--- config.mk ---
export PLATFORM = sky130hd
export DESIGN_NAME = hazard_sequencer
export DESIGN_NICKNAME = d
export VERILOG_FILES = /design/src/rtl/hazard_sequencer_pkg.sv /design/src/rtl/hazard_fwd_sel.sv /design/src/rtl/hazard_sequencer.sv
export SDC_FILE = /design/constraint.sdc
export NUM_CORES = 1
export LEC_CHECK = 0
export CAP_MARGIN = 20
export CORE_MARGIN = 4
export CORE_UTILIZATION = 26
export CTS_CLUSTER_DIAMETER = 40
export DETAILED_ROUTE_END_ITERATION = 10
export GPL_ROUTABILITY_DRIVEN = 0
export GPL_TIMING_DRIVEN = 0
export PLACE_DENSITY = 0.53
export SLEW_MARGIN = 20
export SYNTH_ARGS = -nofsm -noshare
export SYNTH_HDL_FRONTEND = slang
export SYNTH_SLANG_ARGS = --single-unit
export TNS_END_PERCENT = 100
--- constraint.sdc ---
create_clock -name clk -period 2.8 [get_ports clk]
set_clock_uncertainty 0.2 [all_clocks]
set_input_delay 0.56 -clock clk [delete_from_list [all_inputs] [get_ports clk]]
set_output_delay 0.56 -clock clk [all_outputs]
set_load 0.005 [all_outputs]
--- src/rtl/hazard_sequencer_pkg.sv ---
// Shared pipeline constants: sequencer state encoding,
// forward-select codes and the PC register index.
package hazard_sequencer_pkg;

    typedef enum logic [1:0] {
        INIT     = 2'd0,
        RUN      = 2'd1,
        MEM_WAIT = 2'd2
    } hazState_e;

    localparam logic [1:0] FWD_RF  = 2'b00;
    localparam logic [1:0] FWD_WB  = 2'b01;
    localparam logic [1:0] FWD_MEM = 2'b10;

    localparam logic [3:0] REG_PC = 4'd15;

endpackage

--- src/rtl/hazard_fwd_sel.sv ---
// Forward select for one EXE operand; MEM wins over WB,
// and the PC is never forwarded.
module hazard_fwd_sel
    import hazard_sequencer_pkg::*;
(
    input  logic       enable,
    input  logic [3:0] readAddrE,
    input  logic       readValidE,
    input  logic [3:0] wa3M,
    input  logic       regWriteM,
    input  logic [3:0] wa3W,
    input  logic       regWriteW,
    output logic [1:0] forward
);

    logic hitM;
    logic hitW;

    assign hitM = regWriteM && readValidE
               && (readAddrE == wa3M) && (wa3M != REG_PC);
    assign hitW = regWriteW && readValidE
               && (readAddrE == wa3W) && (wa3W != REG_PC);

    always_comb begin
        forward = FWD_RF;
        if (enable) begin
            if (hitM)
                forward = FWD_MEM;
            else if (hitW)
                forward = FWD_WB;
        end
    end

endmodule

--- src/rtl/hazard_sequencer.sv ---
// Pipeline hazard controller: post-reset drain, load-use,
// branch flush, memory-wait stalls and EXE forwarding.
module hazard_sequencer
    import hazard_sequencer_pkg::*;
#(
    parameter int INIT_CYCLES = 4,
    parameter int MEM_TIMEOUT = 16,
    parameter int STALL_CNT_W = 16
) (
    input  logic                   clk,
    input  logic                   reset,
    input  logic [3:0]             ReadAddr1D,
    input  logic [3:0]             ReadAddr2D,
    input  logic                   IsReadAddr1_ValidD,
    input  logic                   IsReadAddr2_ValidD,
    input  logic [3:0]             ReadAddr1E,
    input  logic [3:0]             ReadAddr2E,
    input  logic                   IsReadAddr1_ValidE,
    input  logic                   IsReadAddr2_ValidE,
    input  logic [3:0]             WA3E,
    input  logic [3:0]             WA3M,
    input  logic [3:0]             WA3W,
    input  logic                   RegWriteE,
    input  logic                   RegWriteM,
    input  logic                   RegWriteW,
    input  logic                   MemtoRegE,
    input  logic                   BranchTakenE,
    input  logic                   MemReqM,
    input  logic                   mem_ack,
    output logic                   StallF,
    output logic                   StallD,
    output logic                   StallE,
    output logic                   StallM,
    output logic                   FlushD,
    output logic                   FlushE,
    output logic                   FlushW,
    output logic [1:0]             ForwardAE,
    output logic [1:0]             ForwardBE,
    output logic                   mem_err,
    output logic [STALL_CNT_W-1:0] stall_cycles
);

    localparam logic [3:0] INIT_LAST = 4'(INIT_CYCLES - 1);
    localparam logic [7:0] WAIT_LAST = 8'(MEM_TIMEOUT);

    hazState_e state;
    hazState_e nextState;
    logic [3:0] initCnt;
    logic [7:0] waitCnt;
    logic lduse;
    logic timeout;
    logic fwdEn;

    assign lduse = MemtoRegE && RegWriteE
        && ((IsReadAddr1_ValidD && (ReadAddr1D == WA3E))
         || (IsReadAddr2_ValidD && (ReadAddr2D == WA3E)));

    assign fwdEn = !reset && (state != INIT);

    always_comb begin
        nextState = state;
        timeout   = 1'b0;
        StallF    = 1'b0;
        StallD    = 1'b0;
        StallE    = 1'b0;
        StallM    = 1'b0;
        FlushD    = 1'b0;
        FlushE    = 1'b0;
        FlushW    = 1'b0;
        if (reset) begin
            StallF = 1'b1;
            FlushD = 1'b1;
            FlushE = 1'b1;
            FlushW = 1'b1;
        end else begin
            unique case (state)
                INIT: begin
                    StallF = 1'b1;
                    FlushD = 1'b1;
                    FlushE = 1'b1;
                    FlushW = 1'b1;
                    if (initCnt == INIT_LAST)
                        nextState = RUN;
                end
                RUN: begin
                    if (MemReqM && !mem_ack) begin
                        StallF    = 1'b1;
                        StallD    = 1'b1;
                        StallE    = 1'b1;
                        StallM    = 1'b1;
                        FlushW    = 1'b1;
                        nextState = MEM_WAIT;
                    end else if (BranchTakenE) begin
                        FlushD = 1'b1;
                        FlushE = 1'b1;
                    end else if (lduse) begin
                        StallF = 1'b1;
                        StallD = 1'b1;
                        FlushE = 1'b1;
                    end
                end
                MEM_WAIT: begin
                    if (mem_ack) begin
                        nextState = RUN;
                    end else if (waitCnt == WAIT_LAST) begin
                        // Abandon the access: let the pipe advance.
                        timeout   = 1'b1;
                        nextState = RUN;
                    end else begin
                        StallF = 1'b1;
                        StallD = 1'b1;
                        StallE = 1'b1;
                        StallM = 1'b1;
                        FlushW = 1'b1;
                    end
                end
                default: nextState = INIT;
            endcase
        end
    end

    always_ff @(negedge clk) begin
        if (reset) begin
            state        <= INIT;
            initCnt      <= '0;
            waitCnt      <= '0;
            mem_err      <= 1'b0;
            stall_cycles <= '0;
        end else begin
            state <= nextState;
            if (state == INIT)
                initCnt <= initCnt + 4'd1;
            else
                initCnt <= '0;
            if (state == RUN && nextState == MEM_WAIT)
                waitCnt <= 8'd1;
            else if (state == MEM_WAIT && nextState == MEM_WAIT)
                waitCnt <= waitCnt + 8'd1;
            else
                waitCnt <= '0;
            if (timeout)
                mem_err <= 1'b1;
            if (StallF && !(&stall_cycles))
                stall_cycles <= stall_cycles + 1'b1;
        end
    end

    hazard_fwd_sel u_fwdA (
        .enable     (fwdEn),
        .readAddrE  (ReadAddr1E),
        .readValidE (IsReadAddr1_ValidE),
        .wa3M       (WA3M),
        .regWriteM  (RegWriteM),
        .wa3W       (WA3W),
        .regWriteW  (RegWriteW),
        .forward    (ForwardAE)
    );

    hazard_fwd_sel u_fwdB (
        .enable     (fwdEn),
        .readAddrE  (ReadAddr2E),
        .readValidE (IsReadAddr2_ValidE),
        .wa3M       (WA3M),
        .regWriteM  (RegWriteM),
        .wa3W       (WA3W),
        .regWriteW  (RegWriteW),
        .forward    (ForwardBE)
    );

endmodule

==> impl_metrics.json <==
{
  "synth_largest_area_cell": "dfxtp_1",
  "grt_pass1_vias": 2598,
  "core_area_sq_um": 7770,
  "rsz0062_at_grt": "true",
  "async_flop_share_pct": 0,
  "worstSetupEndpointType": "output pin",
  "cts-root-buf": "clkbuf_8",
  "cts.htree.levels": 2,
  "p_leak_nw": 1.65,
  "maxSlewHeadroom_pct": 59.3,
  "drive_above_1_share_pct": 50.5,
  "worstPathArrival_ps": 3360,
  "dpl_cell_area_sq_um": 3000,
  "ant_nets": 0,
  "via_per_inst": 4.86,
  "yosys-top-cells-area": "dfxtp_1 (30%), xnor2_1 (9.2%), ha_1 (4.8%)",
  "outcome": "complete, but fails checks",
  "synth-main-ff-cell": "dfxtp_1",
  "syn_area_per_cell_sq_um": 8.30,
  "initial_core_util_pct": 26.9,
  "grt-ovfl-total": 0,
  "worst_pin_slew_ps": 605,
  "cts_tree": "done",
  "drt_first_pass_iters": 4,
  "synth_edf_count": 0,
  "yosysUniqueCellTypes": 47,
  "cts_buffers": 5,
  "ys_seq_area_share_pct": 29.7,
  "hold_class": "register to register",
  "grt_max_degree": 11,
  "syn_area_sq_um": 2090,
  "ys_ff_latch": 31,
  "grt_first_pass_wirelength_mm": 12.0,
  "io-pin-count": 69,
  "vias": 2516,
  "p_total_mw": 1.43,
  "yosysTopAreaCellShare_pct": 29.7,
  "portBuffers": 67,
  "syn_nets": 301,
  "wl_per_cell_um": 14.9,
  "dieArea_sq_um": 9550,
  "drv_slew": 0,
  "clk_pin_slew_ps": 30,
  "critical_path_class": "register to output pin",
  "grt_usage_pct": 15.0,
  "vdd_drop_max_v": 0.000189,
  "diodes": 0,
  "die_x_um": 97.7,
  "row_count": 32,
  "failed_checks": "setup timing",
  "setup_viol": 54,
  "cts_num_sinks": 31,
  "cts_buffer_depth": 2,
  "drtIter0Drc": 82,
  "cp-start-kind": "register",
  "final_cell_mix": "buf_4 (41), buf_6 (40), inv_1 (39)",
  "holdBufCountCts": 0,
  "dieHeight_um": 97.7,
  "nFillCells": 743,
  "finalInstanceArea_sq_um": 4010,
  "postSynthCellCount": 252,
  "hold_viol": 0,
  "syn_to_final_growth_pct": 91.7,
  "hpwl_mm": 4.58,
  "worstPathMaxFanout": 4,
  "yosys_warnings": 0,
  "grt_antenna_before_repair": 0,
  "maxCapViolCount": 0,
  "mostFrequentLayoutCell": "buf_4",
  "fin_nets": 464,
  "drcViolationCount": 0,
  "crit_required_ps": 2040,
  "clock_latency_ps": 350,
  "power_density_nw_per_um2": 356,
  "routed_wl_mm": 7.71,
  "setup_slack_ps": -1320
}
flip-flops by register name (all words and copies together) (netlist names):
register / count
initCnt: 4
stall_cycles: 16
waitCnt: 8
mem_err: 1
state: 2
worst paths after layout:
check / endpoint / startpoint / slack, ps / cells after the start
hold reg to reg: initCnt[0] / initCnt[0] / 250 / 1
hold / removal: initCnt[0] / initCnt[0] / 250 / 1
setup reg to reg: stall_cycles[12] / state[0] / 50 / 15
setup / recovery: StallF / state[1] / -1320 / 10
report_power, final:
part	leakage [nW]	internal [mW]	total, mW	switching (mW)
clock	0.226	0.318	0.606	0.288
sequential	0.265	0.456	0.471	0.0144
combinational	1.16	0.196	0.351	0.155
worst max-delay path, stage by stage, from the launching register on:
cell	delay, ps
dfxtp_4	340
buf_4	130
buf_6	110
ha_4	160
and2b_2	220
o21ai_4	80
o211ai_4	130
o21ai_4	200
buf_6	130
inv_2	30
buf_6	100
synthesized netlist by cell type, drive strengths merged (8+ instances only):
cell type	n
dfxtp	31
nor2	24
xnor2	22
a21oi	16
nand3	16
nand2	15
inv	12
xor2	11
o21ai	10
nand4	9
ha	8
or3	8
cell families after synthesis:
| kind of cell | Yosys count | share of synthesized area (%) |
|---|---|---|
| AOI/OAI and AO/OA | 43 | 15.7 |
| xor gates and xnor gates | 33 | 13.8 |
| adders and majority gates | 8 | 4.78 |
| buffers and inverters | 19 | 4.01 |
| DFF | 31 | 29.7 |
| muxes | 3 | 1.55 |
| and+or+nand+nor | 115 | 30.5 |
through the flow:
stage	setup TNS, ps	hold slack (ps)	setup slack [ps]	instances	util (%)
floorplan	-21380	218	-820	252	-
global placement	-50490	236	-1490	421	38.6
detailed placement	-51190	245	-1510	421	38.6
CTS	-32460	251	-1310	505	47.6
global route	-38400	283	-1410	518	51.6
finish	-35270	247	-1320	518	51.6
layout make-up:
cell class              instances  area [sq um]  area share [%]
plain buffers                   6          60.1            1.50
clock buffers                   5          68.8            1.72
clock inverters                34           154            3.84
inverters                      11          43.8            1.09
multi-input cells             202          1780            44.3
flip-flops and latches         31           673            16.8
well taps                     102           128            3.18
repair buffers                127          1110            27.6
metal layers:
layer  track usage, %  wire [um]  share of wire, %  vias up
met5                0          0                 0        -
met4             6.39        136               1.8        0
met3             6.17        589               7.6       16
met2             23.5       3650                47       96
met1             18.2       3340                43     1183
li1                 -          -                 -     1221
timing repair:
item / 4_1_cts / 5_1_grt
endpoints found under the setup margin: 55 / 55
hold endpoints to repair: 0 / 0
resized for setup: 255 / 69
gates cloned: 1 / 0
buffers inserted: 47 / 19
pin swaps: 42 / 22
(Power assumes the default switching activity.)
==> edit 1 (same flow settings) <==
Change the parameter `MEM_TIMEOUT` from 16 to 12.
--- a/src/rtl/hazard_sequencer.sv
+++ b/src/rtl/hazard_sequencer.sv
@@ -4,7 +4,7 @@
     import hazard_sequencer_pkg::*;
 #(
     parameter int INIT_CYCLES = 4,
-    parameter int MEM_TIMEOUT = 16,
+    parameter int MEM_TIMEOUT = 12,
     parameter int STALL_CNT_W = 16
 ) (
     input  logic                   clk,
Check against the original RTL: same outputs for any inputs over 10 cycles, from zero or initial values and one cycle with reset high; that may be too few to reach the edited logic, so the function may still have changed.
==> edit 1 against the unedited design <==
The flow still finishes with violations (negative setup slack). Setup slack worse by 0.092 ns. Non-clock buffer count is 13 lower. Power is 7.2% lower. Via count is 4.6% lower. Largest power group unchanged. Core utilization is 0.23 points lower. Sequential cell count stayed put. Design area is 5.1% lower. Synthesized area is 3.7% lower. Wire length is 8.5% lower.
==> edit 1: results (changes against the unedited design) <==
<table>
<tr><th>Metric</th><th>Value</th></tr>
<tr><th colspan="2">Detailed routing</th></tr>
<tr><td>WL met2</td><td>3830 um (+4.9%)</td></tr>
<tr><td>Met1 routed wirelength after detailed routing</td><td>2980 um (-11%)</td></tr>
<tr><td>Initial DRC Count</td><td>65 (-21%)</td></tr>
<tr><th colspan="2">Logic synthesis</th></tr>
<tr><td>Dominant cells by area after synthesis</td><td>dfxtp_1, xnor2_1, xor2_1</td></tr>
<tr><td>Multiplexer share of the synthesized area</td><td>0.0273 (+0.0118)</td></tr>
<tr><td>Total nets after synthesis</td><td>297 (-1.3%)</td></tr>
<tr><td>Xor and xnor area share after synthesis</td><td>0.139 (+0.000973)</td></tr>
<tr><th colspan="2">GRT</th></tr>
<tr><td>Met2 Use GR</td><td>0.279 (+0.0444)</td></tr>
<tr><td>GRT met1 Usage</td><td>0.176 (-0.00625)</td></tr>
<tr><th colspan="2">Floorplanning</th></tr>
<tr><td>Placeable core region</td><td>7410 sq um (-4.6%)</td></tr>
<tr><th colspan="2">Power and ir drop</th></tr>
<tr><td>Peak ir drop on the vdd network</td><td>0.260 mV (+38%)</td></tr>
<tr><td>Leak Pwr</td><td>1.58 nW (-4.4%)</td></tr>
<tr><td>Fraction of power consumed by the clock network</td><td>0.399 (-0.025)</td></tr>
<tr><th colspan="2">Timing</th></tr>
<tr><td>Hold Slack</td><td>0.244 ns (-0.00296 ns)</td></tr>
<tr><td>Final Worst Setup Slack</td><td>-1.42 ns (-0.0922 ns)</td></tr>
<tr><td>Endpoints failing setup</td><td>54 (unchanged)</td></tr>
<tr><th colspan="2">Clocking</th></tr>
<tr><td>Number of gates resized after CTS</td><td>238 (-6.7%)</td></tr>
<tr><td>Post-CTS setup buffer count</td><td>40 (-15%)</td></tr>
<tr><th colspan="2">Place</th></tr>
<tr><td>DP HPWL</td><td>4490 um (-2.1%)</td></tr>
<tr><td>Placed cell area</td><td>2920 sq um (-2.9%)</td></tr>
<tr><th colspan="2">Outcome</th></tr>
<tr><td>Status</td><td>finished with violations</td></tr>
<tr><td>Violated checks</td><td>negative setup slack</td></tr>
<tr><th colspan="2">Cells and area</th></tr>
<tr><td>Layout sequential cell count</td><td>31 (unchanged)</td></tr>
<tr><td>Buffer share of cell area</td><td>0.297 (+0.00594)</td></tr>
<tr><td>Layout fillers</td><td>705 (-5.1%)</td></tr>
<tr><td>Final-stage net count</td><td>446 (-3.9%)</td></tr>
<tr><th colspan="2">Critical path</th></tr>
<tr><td>Critical R2R Launch</td><td>stall_cycles[0]</td></tr>
<tr><td>Setup slack of the worst register-to-register path</td><td>-0.24 ns (-0.29 ns)</td></tr>
</table>
-- edit 1: changes by cell type in the layout (fill, tap and decap cells not counted), sizes merged, moves of 4 or more --
cell           before  now
inv                44   48
buf               108   85
o21ai              10    5
clkdlybuf4s15       1    8
or3                 8    1
-- edit 1: worst max path at each step --
stage / slack, ns / from / endpoint / cells past startpoint
2_1_floorplan: -0.91 / BranchTakenE / stall_cycles[8] / 7
6_report: -1.42 / waitCnt[0] / StallF / 8
5_1_grt: -1.48 / waitCnt[1] / StallF / 8
3_3_place_gp: -1.54 / waitCnt[0] / StallF / 8
3_5_place_dp: -1.53 / waitCnt[0] / StallF / 8
4_1_cts: -1.51 / waitCnt[0] / StallF / 8
-- edit 1: critical path, cell delays in order, from the launching register on --
cell     delay (ns)
dfxtp_2        0.31
inv_2          0.07
ha_4           0.11
or3b_4         0.41
o41ai_4        0.26
a32o_2         0.26
o21a_4         0.16
inv_6          0.04
buf_6          0.10
==> edit 2 (same flow settings) <==
Made on the original files. Re-encode `hazState_e` (3 states) as one-hot, 3 bits wide.
--- a/src/rtl/hazard_sequencer_pkg.sv
+++ b/src/rtl/hazard_sequencer_pkg.sv
@@ -2,10 +2,10 @@
 // forward-select codes and the PC register index.
 package hazard_sequencer_pkg;
 
-    typedef enum logic [1:0] {
-        INIT     = 2'd0,
-        RUN      = 2'd1,
-        MEM_WAIT = 2'd2
+    typedef enum logic [2:0] {
+        INIT     = 3'b001,
+        RUN      = 3'b010,
+        MEM_WAIT = 3'b100
     } hazState_e;
 
     localparam logic [1:0] FWD_RF  = 2'b00;
Behaviour: same outputs for any inputs over 10 cycles, from zero or initial values and one cycle with reset high; not proved beyond that.
==> edit 2 against the unedited design <==
The run still ends with negative setup slack left. Power decreased by 9.2%. Count of clock-buffer cells in the layout unchanged. Wire length down 19%. Sequential power is essentially flat. Critical path depth decreased by 4. Global-route usage fell by 0.50 points. Synthesized area decreased by 4.8%. Sequential cell count increased by 1. Clock power shrank 0.7%. Setup slack improved by 0.23 ns. Combinational power down 37%. Design area down 7.5%.
==> edit 2: results (changes against the unedited design) <==
<table>
<tr><th>Metric</th><th>Value</th></tr>
<tr><th colspan="2">Outcome</th></tr>
<tr><td>Status</td><td>finished with violations</td></tr>
<tr><td>Violated checks</td><td>negative setup slack</td></tr>
<tr><th colspan="2">Timing</th></tr>
<tr><td>Endpoints failing setup</td><td>52 (-3.7%)</td></tr>
<tr><td>Final Worst Setup Slack</td><td>-1.09 ns (+0.232 ns)</td></tr>
<tr><td>Slew at the pin closest to its max-slew limit</td><td>0.460 ns (-0.145 ns)</td></tr>
<tr><td>Total Neg Setup Slack</td><td>-26.94 ns (+8.33 ns)</td></tr>
<tr><th colspan="2">Logic synthesis</th></tr>
<tr><td>Share of the synthesized area in the top cell type</td><td>0.322 (+0.0250)</td></tr>
<tr><td>Multiplexer share of the synthesized area</td><td>0.0157 (+0.000153)</td></tr>
<tr><td>Most numerous cell types in the synthesized netlist</td><td>dfxtp_1, nor2_1, nand3_1, a21oi_1</td></tr>
<tr><td>Adder-Cell Fraction of Synth Area</td><td>0.0251 (-0.0227)</td></tr>
<tr><td>Share of synthesized area occupied by flip-flops and latches</td><td>0.322 (+0.0250)</td></tr>
<tr><td>Dominant cells by area after synthesis</td><td>dfxtp_1, xnor2_1, xor2_1</td></tr>
<tr><th colspan="2">Place</th></tr>
<tr><td>Worst slack, placed</td><td>-1.51 ns (-0.00638 ns)</td></tr>
<tr><td>DP HPWL</td><td>4320 um (-5.8%)</td></tr>
<tr><th colspan="2">Cells and area</th></tr>
<tr><td>Layout fillers</td><td>722 (-2.8%)</td></tr>
<tr><td>Final-stage net count</td><td>438 (-5.6%)</td></tr>
<tr><th colspan="2">Critical path</th></tr>
<tr><td>Setup slack of the worst register-to-register path</td><td>0.36 ns (+0.31 ns)</td></tr>
<tr><td>Cell type group with the largest total delay on the critical path</td><td>compound AO/OA/AOI/OAI gates</td></tr>
<tr><td>Worst endpoint data arrival time</td><td>3.13 ns (-0.23 ns)</td></tr>
<tr><th colspan="2">Detailed routing</th></tr>
<tr><td>Via density per instance</td><td>4.66 (-4.0%)</td></tr>
<tr><th colspan="2">GRT</th></tr>
<tr><td>Wire length of the first global-routing pass</td><td>10400 um (-13%)</td></tr>
<tr><td>Number of global-route vias before repair</td><td>2360 (-9.2%)</td></tr>
<tr><td>Gr usage total</td><td>0.145 (-0.00498)</td></tr>
<tr><th colspan="2">Power and ir drop</th></tr>
<tr><td>Reported net switching power</td><td>0.389 mW (-15%)</td></tr>
<tr><td>Peak ir drop on the vdd network</td><td>0.209 mV (+11%)</td></tr>
<tr><td>Leak Pwr</td><td>1.59 nW (-3.8%)</td></tr>
</table>
[edit 2: cell types whose count changed in the layout (fill, tap and decap cells not counted), sizes merged, moves of 5 or more]
cell    change
buf        -30
clkbuf     +13
xnor2       -6
o21ai       +5
o31ai       -5
xor2        +5
[edit 2: cell families after synthesis]
kind of cell,count (synthesis)
AO/OA/AOI/OAI,46
XOR/XNOR,32
adder cells (fa/ha/maj),4
buffers and inverters,14
flip-flops,32
multiplexers,3
AND/OR/NAND/NOR,110
[edit 2: power by group through the flow]
stage                     registers, mW  clock network, mW  logic, mW
final                             0.472              0.602      0.222
after global routing              0.473              0.687      0.242
after CTS                         0.473              0.631      0.215
after detailed placement          0.489             0.0720      0.184
after global placement            0.488             0.0720      0.182
after floorplan                   0.487             0.0720     0.0821
[edit 2: final cells by class]
type | instances | area, sq um | share of cell area
Multi-Input combinational cell | 195 | 1610 | 0.433
Timing Repair Buffer | 114 | 965 | 0.260
Sequential cell | 32 | 693 | 0.187
Clock inverter | 34 | 154 | 0.0415
Tap cell | 99 | 124 | 0.0334
Clock buffer | 5 | 68.8 | 0.0186
Buffer | 5 | 68.8 | 0.0186
Inverter | 8 | 30.0 | 0.00810
[edit 2: worst paths after layout]
kind	start	cells after the start	to
max	state[0]	6	StallM
min	initCnt[0]	1	initCnt[0]
max reg2reg	stall_cycles[0]	10	stall_cycles[1]
min reg2reg	initCnt[0]	1	initCnt[0]
[edit 2: per-layer routing]
layer  global-route usage  up-vias  share of wire
li1                     -     1148              -
met1                0.170     1097           0.42
met2                0.240       43           0.52
met3               0.0442        6          0.039
met4               0.0711        0          0.012
met5                    0        -              0
[edit 2: worst register-to-register path, cell delays in order, from the launching register on]
cell	delay (ns)
dfxtp_2	0.31
buf_4	0.12
ha_1	0.19
nand2_1	0.13
nor4_2	0.43
a22oi_2	0.16
a31oi_4	0.25
buf_6	0.18
clkbuf_16	0.15
mux2i_1	0.17
nor2_1	0.05
[edit 2: what timing repair did]
action                                 CTS  global route
gates resized for setup                233            65
cloned                                   1             0
pin swaps                               41            32
setup buffers                           45             9
setup endpoints to repair               60            54
endpoints found under the hold margin    0             0
[edit 2: stage by stage]
| stage | power (mW) | hold slack, ns | instance area (sq um) | instances |
|---|---|---|---|---|
| after CTS | 1.32 | 0.254 | 3550 | 486 |
| final | 1.30 | 0.246 | 3710 | 492 |
| after floorplan | 0.641 | 0.218 | 2070 | 241 |
| after global routing | 1.40 | 0.282 | 3710 | 492 |
| after global placement | 0.743 | 0.233 | 2870 | 408 |
| after detailed placement | 0.745 | 0.247 | 2870 | 408 |
